**src/rtl/muldiv_alu_control.sv**
```systemverilog
// muldiv_alu_control
//   EX-stage ALU control decode plus HI/LO registers and an iterative,
//   one-bit-per-cycle multiply/divide engine.
//
//   Optional feature macro: MULDIV_DIV_EN
//     defined   -> DIV/DIVU decode, restoring divider and div_by_zero present
//     undefined -> DIV/DIVU are plain ALU ADDs, div_by_zero tied 0
//
// Ports
//   clk, reset        rising-edge clock, asynchronous active-high reset
//   alu_op            main-control ALUOp
//   func_field        instruction funct field (bits [5:0] decoded)
//   valid             EX-stage instruction valid
//   operand_a/_b      rs / rt values
//   operation         4-bit ALU operation code (combinational)
//   md_result         HI for MFHI, LO otherwise (combinational, 0 in reset)
//   md_busy           engine running (registered)
//   stall             hold the EX md-class instruction (combinational)
//   div_by_zero       one-cycle registered pulse on a divide by zero
module muldiv_alu_control #(
   parameter int WIDTH  = 32,
   parameter int FUNC_W = 6
) (
   input  logic              clk,
   input  logic              reset,
   input  logic [1:0]        alu_op,
   input  logic [FUNC_W-1:0] func_field,
   input  logic              valid,
   input  logic [WIDTH-1:0]  operand_a,
   input  logic [WIDTH-1:0]  operand_b,
   output logic [3:0]        operation,
   output logic [WIDTH-1:0]  md_result,
   output logic              md_busy,
   output logic              stall,
   output logic              div_by_zero
);

   localparam int CW = $clog2(WIDTH + 1);

   localparam logic [3:0] OP_AND  = 4'b0000;
   localparam logic [3:0] OP_OR   = 4'b0001;
   localparam logic [3:0] OP_ADD  = 4'b0010;
   localparam logic [3:0] OP_XOR  = 4'b0011;
   localparam logic [3:0] OP_SUB  = 4'b0110;
   localparam logic [3:0] OP_SLT  = 4'b0111;
   localparam logic [3:0] OP_SLTU = 4'b1000;
   localparam logic [3:0] OP_NOR  = 4'b1100;
   localparam logic [3:0] OP_MD   = 4'b1111;

   localparam logic [5:0] FN_ADD   = 6'b100000;
   localparam logic [5:0] FN_SUB   = 6'b100010;
   localparam logic [5:0] FN_AND   = 6'b100100;
   localparam logic [5:0] FN_OR    = 6'b100101;
   localparam logic [5:0] FN_XOR   = 6'b100110;
   localparam logic [5:0] FN_NOR   = 6'b100111;
   localparam logic [5:0] FN_SLT   = 6'b101010;
   localparam logic [5:0] FN_SLTU  = 6'b101011;
   localparam logic [5:0] FN_MFHI  = 6'b010000;
   localparam logic [5:0] FN_MTHI  = 6'b010001;
   localparam logic [5:0] FN_MFLO  = 6'b010010;
   localparam logic [5:0] FN_MTLO  = 6'b010011;
   localparam logic [5:0] FN_MULT  = 6'b011000;
   localparam logic [5:0] FN_MULTU = 6'b011001;
`ifdef MULDIV_DIV_EN
   localparam logic [5:0] FN_DIV   = 6'b011010;
   localparam logic [5:0] FN_DIVU  = 6'b011011;
`endif

   typedef enum logic {IDLE, RUN} state_t;

   state_t             state_q, state_d;
   logic [CW-1:0]      cnt_q, cnt_d;
   // work register: multiply = {partial product hi, multiplier/product lo},
   // divide = {partial remainder, dividend/quotient}
   logic [2*WIDTH-1:0] work_q, work_d, step;
   logic [WIDTH-1:0]   opnd_q, opnd_d;   // multiplicand or divisor magnitude
   logic [WIDTH-1:0]   hi_q, hi_d, lo_q, lo_d;
   logic               neg_q, neg_d;     // product / quotient sign
   logic               dbz_q, dbz_d;
`ifdef MULDIV_DIV_EN
   logic               div_q, div_d;
   logic               rneg_q, rneg_d;   // remainder sign (dividend sign)
`endif

   logic [5:0]         fn;
   logic               is_r, is_mul, is_div, is_mt, is_mf, md_class, accept;
   logic               sgn, sa, sb;
   logic [WIDTH-1:0]   mag_a, mag_b;
   logic [WIDTH:0]     mul_sum;
   logic [2*WIDTH-1:0] mul_step, mul_fix;

   assign fn = func_field[5:0];

   // ---------------- ALU decode ----------------
   always_comb begin
      operation = OP_ADD;
      case (alu_op)
         2'b01: operation = OP_SUB;
         2'b10: begin
            case (fn)
               FN_ADD:           operation = OP_ADD;
               FN_SUB:           operation = OP_SUB;
               FN_AND:           operation = OP_AND;
               FN_OR:            operation = OP_OR;
               FN_XOR:           operation = OP_XOR;
               FN_NOR:           operation = OP_NOR;
               FN_SLT:           operation = OP_SLT;
               FN_SLTU:          operation = OP_SLTU;
               FN_MFHI, FN_MFLO: operation = OP_MD;
               default:          operation = OP_ADD;
            endcase
         end
         default: operation = OP_ADD;
      endcase
   end

   // ---------------- md-class classification ----------------
   assign is_r   = (alu_op == 2'b10);
   assign is_mul = is_r & ((fn == FN_MULT) | (fn == FN_MULTU));
`ifdef MULDIV_DIV_EN
   assign is_div = is_r & ((fn == FN_DIV) | (fn == FN_DIVU));
`else
   assign is_div = 1'b0;
`endif
   assign is_mt    = is_r & ((fn == FN_MTHI) | (fn == FN_MTLO));
   assign is_mf    = is_r & ((fn == FN_MFHI) | (fn == FN_MFLO));
   assign md_class = is_mul | is_div | is_mt | is_mf;

   assign md_busy = (state_q == RUN);
   assign stall   = valid & md_class & md_busy;
   assign accept  = valid & md_class & ~md_busy;

   // MULT and DIV have funct bit 0 clear; the unsigned forms have it set
   assign sgn   = ~fn[0];
   assign sa    = sgn & operand_a[WIDTH-1];
   assign sb    = sgn & operand_b[WIDTH-1];
   assign mag_a = sa ? (~operand_a + 1'b1) : operand_a;
   assign mag_b = sb ? (~operand_b + 1'b1) : operand_b;

   // ---------------- iteration step ----------------
   // shift-add: add multiplicand into the upper half when the current
   // multiplier bit is set, then shift the whole word right by one
   assign mul_sum  = {1'b0, work_q[2*WIDTH-1:WIDTH]} + (work_q[0] ? {1'b0, opnd_q} : '0);
   assign mul_step = {mul_sum, work_q[WIDTH-1:1]};
   assign mul_fix  = neg_q ? (~mul_step + 1'b1) : mul_step;

`ifdef MULDIV_DIV_EN
   logic [WIDTH:0]     div_shift, div_diff;
   logic [2*WIDTH-1:0] div_step;
   // restoring divide: bring the next dividend bit into the remainder and
   // keep the subtraction only when it does not go negative
   assign div_shift = {work_q[2*WIDTH-1:WIDTH], work_q[WIDTH-1]};
   assign div_diff  = div_shift - {1'b0, opnd_q};
   assign div_step  = div_diff[WIDTH]
                      ? {div_shift[WIDTH-1:0], work_q[WIDTH-2:0], 1'b0}
                      : {div_diff[WIDTH-1:0],  work_q[WIDTH-2:0], 1'b1};
   assign step      = div_q ? div_step : mul_step;
`else
   assign step      = mul_step;
`endif

   // ---------------- next state ----------------
   always_comb begin
      state_d = state_q;
      cnt_d   = cnt_q;
      work_d  = work_q;
      opnd_d  = opnd_q;
      hi_d    = hi_q;
      lo_d    = lo_q;
      neg_d   = neg_q;
      dbz_d   = 1'b0;
`ifdef MULDIV_DIV_EN
      div_d   = div_q;
      rneg_d  = rneg_q;
`endif
      case (state_q)
         IDLE: begin
            if (accept) begin
               if (is_mul) begin
                  work_d  = {{WIDTH{1'b0}}, mag_b};
                  opnd_d  = mag_a;
                  neg_d   = sa ^ sb;
                  cnt_d   = CW'(WIDTH);
                  state_d = RUN;
`ifdef MULDIV_DIV_EN
                  div_d   = 1'b0;
`endif
               end
`ifdef MULDIV_DIV_EN
               else if (is_div) begin
                  if (operand_b == '0) begin
                     // no iteration: fixed result written at the issue edge
                     hi_d  = operand_a;
                     lo_d  = '1;
                     dbz_d = 1'b1;
                  end else begin
                     work_d  = {{WIDTH{1'b0}}, mag_a};
                     opnd_d  = mag_b;
                     neg_d   = sa ^ sb;
                     rneg_d  = sa;
                     div_d   = 1'b1;
                     cnt_d   = CW'(WIDTH);
                     state_d = RUN;
                  end
               end
`endif
               else if (is_r && fn == FN_MTHI) begin
                  hi_d = operand_a;
               end else if (is_r && fn == FN_MTLO) begin
                  lo_d = operand_a;
               end
            end
         end
         RUN: begin
            work_d = step;
            cnt_d  = cnt_q - 1'b1;
            if (cnt_q == CW'(1)) begin
               state_d = IDLE;
`ifdef MULDIV_DIV_EN
               if (div_q) begin
                  lo_d = neg_q  ? (~step[WIDTH-1:0] + 1'b1)       : step[WIDTH-1:0];
                  hi_d = rneg_q ? (~step[2*WIDTH-1:WIDTH] + 1'b1) : step[2*WIDTH-1:WIDTH];
               end else begin
                  hi_d = mul_fix[2*WIDTH-1:WIDTH];
                  lo_d = mul_fix[WIDTH-1:0];
               end
`else
               hi_d = mul_fix[2*WIDTH-1:WIDTH];
               lo_d = mul_fix[WIDTH-1:0];
`endif
            end
         end
         default: state_d = IDLE;
      endcase
   end

   always_ff @(posedge clk or posedge reset) begin
      if (reset) begin
         state_q <= IDLE;
         cnt_q   <= '0;
         work_q  <= '0;
         opnd_q  <= '0;
         hi_q    <= '0;
         lo_q    <= '0;
         neg_q   <= 1'b0;
         dbz_q   <= 1'b0;
`ifdef MULDIV_DIV_EN
         div_q   <= 1'b0;
         rneg_q  <= 1'b0;
`endif
      end else begin
         state_q <= state_d;
         cnt_q   <= cnt_d;
         work_q  <= work_d;
         opnd_q  <= opnd_d;
         hi_q    <= hi_d;
         lo_q    <= lo_d;
         neg_q   <= neg_d;
         dbz_q   <= dbz_d;
`ifdef MULDIV_DIV_EN
         div_q   <= div_d;
         rneg_q  <= rneg_d;
`endif
      end
   end

   assign div_by_zero = dbz_q;
   assign md_result   = reset ? '0 : ((fn == FN_MFHI) ? hi_q : lo_q);

endmodule

```
**config.mk**
```make
export PLATFORM = sky130hd
export DESIGN_NAME = muldiv_alu_control
export DESIGN_NICKNAME = d
export VERILOG_FILES = /design/src/rtl/muldiv_alu_control.sv
export SDC_FILE = /design/constraint.sdc
export NUM_CORES = 1
export LEC_CHECK = 0
export BUFFER_PORTS_ARGS = -buffer_cell sky130_fd_sc_hd__buf_2
export CORE_ASPECT_RATIO = 1.75
export CORE_MARGIN = 1.5
export CORE_UTILIZATION = 37
export DETAILED_ROUTE_END_ITERATION = 6
export MAX_ROUTING_LAYER = met4
export PLACE_DENSITY = 0.5
export SLEW_MARGIN = 20
export SYNTH_ARGS = -nofsm -noshare
export SYNTH_HDL_FRONTEND = slang
export SYNTH_SLANG_ARGS = --single-unit
```
**constraint.sdc**
```tcl
create_clock -name clk -period 7.7 [get_ports clk]
set_input_delay 0.385 -clock clk [delete_from_list [all_inputs] [get_ports clk]]
set_output_delay 0.385 -clock clk [all_outputs]
set_load 0.005 [all_outputs]
```
Yosys cells after proc, flatten, opt, wreduce, memory -nomap -nowiden
Cells that the tools add are included.

word-level totals
  word-level logic and storage cells = 90
  register bits = 168

operators by class
  bitwise gates (word level) = 19
  reduce and logical (&&, ||, !) cells = 7
  add/subtract/negate cells = 5
  multiplexer cells = 29
  equality and inequality tests = 23

operator list
  cell                   number
  $mux 32                14
  $mux 64                3
  $pmux 32 s2            2
  $pmux 64 s2            1
  $add 32x1->32 const B  2
  $add 64x1->64 const B  1
  $not 32->32            2
  $not 64->64            1
  $eq 6x6->1 const B     7
  $eq 6x5->1 const B     6
  $add 32x32->33         1
  $pmux 4 s8             1
  $mux 6                 2
  $pmux 6 s2             1
  $and 1x1->1            8
  $ne 2x2->1 const B     4
  $pmux 4 s2             1
  $eq 6x1->1 const B     1
  $ne 2x1->1 const B     3
  $sub 6x1->6 const B    1
  $or 1x1->1             5
  $reduce_and 5->1       1
  $reduce_and 4->1       1
  $mux 1                 3
  other kinds (9)        11

Depth between registers and ports, before layout
Gate-level depths: netlist of run 1.

  word-level depth = 9
  mapped depth = 16
  depth with buffers taken out = 14

Worst setup path before layout of run 1
OpenSTA, ideal clock, no wires.

  path type = reg2reg
  from = register work_q[0]
  to = register hi_q[31]
  data required time = 7.574 ns
  buffers on the path = 2
  slack = 3.500 ns
  arrival = 4.074 ns
  stages on the path, launching flop included = 17
  setup time = 0.126 ns
  cell sequence = dfrtp_1 > clkbuf_1 > and2_1 > ha_1 > fa_1 > xor2_1 > nand4b_1 > a2111oi_0 > a21oi_1 > or2_1 > buf_2 > nor2_2 > nand4_2 > or4_4 > o31ai_2 > xor2_1 > a221o_1

on the way
  cells in the longest elaborated chain, start to end = 7

RTL lines
  what                      line  RTL
  start: declaration        75    logic [2*WIDTH-1:0] work_q, work_d, step;
  start signal: assignment  254   work_q <= work_d;
  $mux 32 (*)               143   assign mul_sum = {1'b0, work_q[2*WIDTH-1:WIDTH]} + (work_q[0] ? {1'b0, opnd_q} : '0);
  $add 32x32->33 (*)        143
  $not 64->64               145   assign mul_fix = neg_q ? (~mul_step + 1'b1) : mul_step;
  $add 64x1->64             145
  $mux 64 (*)               145
  $mux 32 (*)               217   if (cnt_q == CW'(1)) begin
  $pmux 32 s2 (*)           176   case (state_q)
  end signal: assignment    256   hi_q <= hi_d;
  end: declaration          77    logic [WIDTH-1:0] hi_q, hi_d, lo_q, lo_d;

Mark *: on every way between the ends. The rest lies on a longest branch, timed or not. The select of a mux whose other input is x is not followed.
A chain may end at the register's enable or synchronous reset.

Worst setup path in the final report of run 1
Same ends and word-level chain as after synthesis.

==> metrics list, run 1 <==
* Result of the run: finished clean
* Period Utilization, post-route: 66.3%
- Max Root-Sink Buffers: 2
* Number of warnings reported in the yosys synthesis log: 0
- I/O Buffers: 112
- At the worst endpoint, the required time is 8050 ps.
- For this run, the register share of the synthesized area comes to 33.3%.
- After routing the design area is 0.0141 mm2.
* Via total after detailed routing: 11,800
- The number of global-route vias before repair was 11,400.
- Minimum setup slack among reg-to-reg paths: 2600 ps
- Kind of start point of the critical path: register
* Fin. Hold Viols: 0
* Terminus of the critical flop-to-flop path: hi_q[31]
* Number of diodes added for antenna fixing: 0
- Multi-input gate area in the final layout: 0.00792 mm2
- Remaining routing DRC violations: 0
- CP max FO: 33
- Fin Clk Skew: 14.1 ps
- In this run the cell area measured after placement is 0.0135 mm2.
- The critical path in this run is classified as register to register.
* Wire length reported by the detailed router: 40.9 mm
- Area of the die: 0.0353 mm2
- Counting flops and latches in the post-synthesis netlist gives 168.
- Achievable frequency: 196 MHz
* Routed Antenna Nets: 0
- The clock reaches the later pin of the worst-skew pair after 470 ps.
- Total power for the finished layout comes to 3.96 mW.
* Static Leak: 6.16 nW
* Number of fill cells: 3,573
- Number of buffers created by CTS: 17
- Half-perimeter wire length after placement: 30.2 mm
- Cell count after synthesis: 1,616
- Kind of end point of the critical path: register
- Iteration-0 DRC Markers: 673
- The startpoint identified for the worst register-to-register timing path is work_q[0].
- The total area inside the core boundary comes to 0.0336 mm2.
- Setup total negative slack on the finished layout was measured at 0 ps.
- Setup repair after global routing missed its margin: false
* Wire length of the first global-routing pass: 64.4 mm
- Cells with a size suffix above 1 make up 12.1% of the layout.
* Worst hold endpoint: opnd_q[30]
- Initial DRT Pass Iterations: 5
- Total power per unit cell area: 281 mW/mm2
- The netlist uses 78 different library cells.
* Final Slew Violations: 0
- Number of clock sinks seen by CTS: 168
* Path class of the lowest-slack min-delay path: input port to register
* Area growth, synth to finish: 11.6%
- Avg WL per Cell: 19.3 um
- Post-placement setup slack: 2620 ps
- In this run the clock root is driven by a clkbuf_16.
- Number of setup violations in the final report: 0
- Chip Width: 143 um
* CP arrival: 5450 ps
* Peak ir drop on the vdd network: 0.103 mV
* End-of-flow core utilization: 41.9%
- After global routing the overflow that remains totals 0.
- In the synthesized netlist the dominant register cell turns out to be dfrtp_1.
- The congestion estimate from routability-driven global placement came to 0.941.
* Number of enable flip-flop cells after synthesis: 0
* Worst Hold Path Cells: 3
- A synthesized cell averages 7.82 um2.
- Number of max-capacitance violations reported: 0
* PostCTS Resize Cnt: 0
* Least setup slack across all paths after layout: 2600 ps
- Die extent in y: 247 um
- Counting I/O delays and the setup requirement, the final critical path takes 5100 ps.
- Mean number of vias per cell: 5.58
- Starting density of the core: 37.6%
- In this run the tightest slew margin relative to its limit is 32.6%.
* H-tree Lvls: 4
- Antenna violations before repair: 0
- Global routing used 24.5% of the available tracks across all layers.
* Worst R2R Path Depth: 14
* FFs w/ async S/R, synth: 100%
* Post-CTS setup buffer count: 0
- Worst-Margin Slew: 1010 ps
* Post-synth net total: 1,731
- TritonCTS built the clock tree.
* Hold Startpoint: operand_a[30]
- Hold repair after CTS inserted 0 buffers.
- Registers take 0.00421 mm2.
* Pin count of the biggest net entering global routing: 83
- After synthesis the cells add up to 0.0126 mm2.
- Clock-pin transition on the worst setup and hold timing paths: 70 ps
* Io pins: 114
- In the final design database the tool counted 1,767 nets.
- Number of standard-cell rows in the floorplan: 89
## worst max path at each step
stage / start / to / slack, ps
finish: work_q[0] / hi_q[31] / 2600
global route: work_q[0] / hi_q[31] / 2240
CTS: work_q[0] / hi_q[31] / 2610
detailed placement: work_q[0] / hi_q[31] / 2620
global placement: work_q[0] / hi_q[31] / 2750
floorplan: reset / cnt_q[0] / 2430
## flip-flops by register name, summed over array words and instances (netlist names)
| register | flops |
|---|---|
| hi_q | 32 |
| opnd_q | 32 |
| work_q | 64 |
| lo_q | 32 |
| md_busy | 1 |
| cnt_q | 6 |
| neg_q | 1 |
## final cells by class
class | count | share of cell area [%]
multi-input cells | 1305 | 56.2
clock inverters | 9 | 0.808
clock buffers | 23 | 3.46
repair buffers | 126 | 4.72
flip-flops and latches | 168 | 29.8
inverters | 34 | 0.941
well taps | 455 | 4.04
## power by group
group / leakage, nW / internal (mW) / total [mW] / switching, mW
Clock: 0.286 / 0.514 / 0.912 / 0.398
Sequential: 2.18 / 1.21 / 1.54 / 0.324
Combinational: 3.69 / 0.592 / 1.52 / 0.923
## placed cells by master, fill, tap and decap left out, drive strengths merged, types with 29 or more instances in the layout
cell type	instances
nand2	265
o31ai	32
nor3	29
a21oi	149
inv	34
and2	41
o21ai	201
a21o	39
buf	126
ha	39
xor2	68
xnor2	53
dfrtp	168
nor2	98
## kinds of logic after synthesis
logic type | Yosys count | share of synthesized area (%)
buffers and inverters | 143 | 4.32
AND/OR/NAND/NOR | 571 | 21.7
adder cells (fa/ha/maj) | 40 | 4.02
XOR/XNOR | 121 | 8.39
multiplexers | 20 | 1.70
other | 1 | 0.0297
AO/OA/AOI/OAI | 552 | 26.6
flip-flops | 168 | 33.3
## synth_stat cells (all sizes together) (7+ instances only)
library cell	number	share of area, %
nor3	29	1.2
nand2	265	7.9
nand4	9	0.54
nand3	17	0.67
clkbuf	93	2.8
inv	33	0.98
nor2b	9	0.45
a21oi	149	6.0
a221oi	7	0.49
mux2i	8	0.63
and3	10	0.50
ha	39	3.9
buf	16	0.54
xnor2	53	3.7
dfrtp	168	33
or3	26	1.3
or2	7	0.35
mux2	12	1.1
o31ai	32	2.0
and2	41	2.0
nand2b	12	0.59
or4	11	0.77
a31oi	18	0.89
xor2	68	4.7
nor4	15	0.91
o41ai	12	0.83
o21ai	201	8.0
a211oi	28	1.7
nor2	98	3.0
o21bai	9	0.53
a21o	39	2.3
a22o	13	0.90
## worst max-delay path: stages, from the launching register on
cell and delay, ps:
dfrtp_1 750, and2_1 320, ha_1 210, fa_1 460, a211oi_1 330, o21ai_1 270, nand4b_1 240, nand2_1 130
a21oi_1 370, o311ai_0 280, and4b_1 250, o41ai_1 770, o31ai_2 110, xor2_1 190, a221o_1 300
## per-layer routing
metal | up-vias | global-route usage [%] | part of all wire (%) | wire (um)
li1 | 5813 | - | - | -
met1 | 5672 | 29.4 | 43 | 17500
met2 | 270 | 41.4 | 50 | 20500
met3 | 80 | 2.95 | 3.1 | 1280
met4 | 0 | 10.4 | 3.9 | 1610
met5 | - | - | 0 | 0
## stage by stage
stage | hold slack, ps | std cells
after floorplan | 442 | 1616
after global placement | 459 | 2088
after detailed placement | 466 | 2088
after CTS | 229 | 2120
after global routing | 245 | 2120
final | 238 | 2120
No activity file was read; power rests on OpenSTA's default activity.
==> run 2, diff against run 1 <==
--- a/config.mk
+++ b/config.mk
@@ -11,7 +11,7 @@
 export CORE_UTILIZATION = 37
 export DETAILED_ROUTE_END_ITERATION = 6
 export MAX_ROUTING_LAYER = met4
-export PLACE_DENSITY = 0.5
+export PLACE_DENSITY = 0.52
 export SLEW_MARGIN = 20
 export SYNTH_ARGS = -nofsm -noshare
 export SYNTH_HDL_FRONTEND = slang
==> constraint.sdc (replaced) <==
create_clock -name clk -period 4.6 [get_ports clk]
set_input_delay 0.23 -clock clk [delete_from_list [all_inputs] [get_ports clk]]
set_output_delay 0.23 -clock clk [all_outputs]
set_load 0.005 [all_outputs]
==> metrics list, run 2 (synthesis results as in run 1) <==
- The post-route netlist has 14.1% of its cells at a drive strength greater than 1.
- TritonCTS built the clock tree.
- Kind of end point of the critical path: register
- Number of standard-cell rows in the floorplan: 89
* Number of max-capacitance violations reported: 0
* Global route total overflow: 0
* Portion of total power attributed to the clock network: 22.7%
* Proportion of power drawn by combinational gates: 40.2%
* Overall fraction of global-route tracks in use: 24.9%
- After detailed routing, the number of remaining DRC violations is 0.
- Least setup slack across all paths after layout: 216 ps
- Fin. Hold Viols: 0
- Die extent in y: 247 um
* Antenna violations before repair: 0
- Avg WL per Cell: 19.2 um
- The clock passes through at most 2 buffers.
- After detailed placement, the total cell area comes to 0.0137 mm2.
- Category of the critical setup timing path: register to register
- Max-slew headroom: 33.0%
- In this run the power spent charging and discharging nets is 2.81 mW.
* Path class of the lowest-slack min-delay path: input port to register
- Excluding fillers, the count of instances in the completed layout stands at 2,150.
- Wire length of the first global-routing pass: 65.4 mm
- Counting the buffers created by CTS gives 17.
* Total Power: 6.83 mW
* Min Tclk post-route: 4380 ps
- Achievable frequency: 228 MHz
* Area growth, synth to finish: 14.1%
- The detailed router placed 11,900 vias in this run.
- Clock latency at the later pin of the worst-skew pair: 460 ps
- Starting density of the core: 37.6%
- The register with the most flip-flops in the layout has 64 of them.
* Wire length reported by the detailed router: 41.4 mm
- I/O Buffers: 112
- Half-perimeter wire length after placement: 30.5 mm
* Number of setup violations in the final report: 0
- Clock-pin transition on the worst setup and hold timing paths: 70 ps
- Chip Width: 143 um
- Sw Share: 41.1%
- Peak ir drop on the vdd network: 0.217 mV
* Top library cells by usage in the layout, fill and taps aside: nand2_1, o21ai_0, dfrtp_1
- For the worst setup path, the data required time is 4940 ps.
* Worst-Margin Slew: 1010 ps
- Final hold analysis gives a worst-case slack of 121 ps.
- The number of global-route vias before repair came to 11,600.
- Number of instances in the placed design: 2,116
* Number of clock sinks seen by CTS: 168
* Cell Int Power: 4.02 mW
- Final Slew Violations: 0
- Io pins: 114
* CP max FO: 30
- At the end of the flow, the number of nets in the layout was 1,796.
- H-tree Lvls: 4
- Iteration-0 DRC Markers: 671
* Root buffer cell: clkbuf_16
* Sequential cell fraction of total power: 37.0%
* Period Utilization, post-route: 95.3%
* Pin count of the biggest net entering global routing: 163
* Final RePlAce weighted congestion: 0.940
- The flow ran to the end, and the final reports show no timing, DRC or antenna violations.
- Post-placement setup slack: 62.9 ps
- Area of all placed cells without fillers: 0.0144 mm2
- Routed Antenna Nets: 0
* End-of-flow core utilization: 42.8%
- Fin Clk Skew: 10.7 ps
* Total power per unit cell area: 474 mW/mm2
* Kind of start point of the critical path: register
* Initial DRT Pass Iterations: 5
- CP arrival: 4730 ps
- After detailed routing, the number of vias per cell comes to 5.53.
- Most frequent standard cell in the layout excluding fill and tap cells: nand2_1
* Static Leak: 6.33 nW
* Area of the die: 0.0353 mm2
- Summed over all failing endpoints, the final setup total negative slack is 0 ps.
* Core area: 0.0336 mm2
* Count of hold buffers inserted by post-cts repair: 0
* Largest register by flop count: work_q
==> run 2: cell count changes in the layout (fill, tap and decap cells not counted), sizes merged <==
cell    before  now
buf        126  155
clkbuf      23   19
clkinv       4    6
bufinv       2    3
diode        0    1
inv         34   35
==> run 2: repair_timing <==
| item | 4_1_cts | 5_1_grt |
|---|---|---|
| resized for setup | 0 | 11 |
| setup buffers | 0 | 1 |
| endpoints found under the setup margin | 0 | 4 |
==> run 2: path summary, 6_finish.rpt <==
path	startpoint	end	slack (ps)	depth (start not counted)
max reg2reg	work_q[0]	hi_q[31]	220	15
min	operand_a[30]	opnd_q[30]	120	3
min in group asynchronous	reset	hi_q[18]	270	2
max	work_q[0]	hi_q[31]	220	15
min reg2reg	lo_q[19]	lo_q[19]	480	1
max in group asynchronous	reset	md_busy	3480	3
==> run 2: power groups by stage <==
stage	clock (mW)	sequential [mW]	combinational [mW]
2_1_floorplan	0	2.37	1.91
3_3_place_gp	0	2.54	2.70
3_5_place_dp	0	2.55	2.73
4_1_cts	1.60	2.53	2.75
5_1_grt	1.65	2.61	3.08
6_report	1.55	2.53	2.75
==> run 2: final cells by class <==
cell class / instances / area (um2)
antenna: 1 / 2.50
clock buffer: 19 / 453
clock inverter: 13 / 166
fill: 3540 / 19200
inverter: 34 / 131
multi-input combinational: 1305 / 7960
sequential: 168 / 4210
tap: 455 / 569
timing repair buffer: 155 / 921
==> run 2: critical path, stage by stage, from the launching register on <==
cell	delay, ps
dfrtp_1	390
buf_4	230
and2_1	180
ha_2	450
nand2_1	110
a21oi_1	290
a31oi_1	130
a21o_1	220
o31ai_1	290
buf_4	180
xor2_1	70
or3_1	470
or4_4	560
o31ai_2	270
xor2_1	100
a221o_1	290
==> run 2: metal layers <==
layer  routed length, um  vias to the layer above  track usage, %
li1                    -                     5871               -
met2               20900                      259            42.5
met1               17600                     5703            29.5
met5                   0                        -               -
met3                1400                       67            3.05
met4                1500                        0            10.1
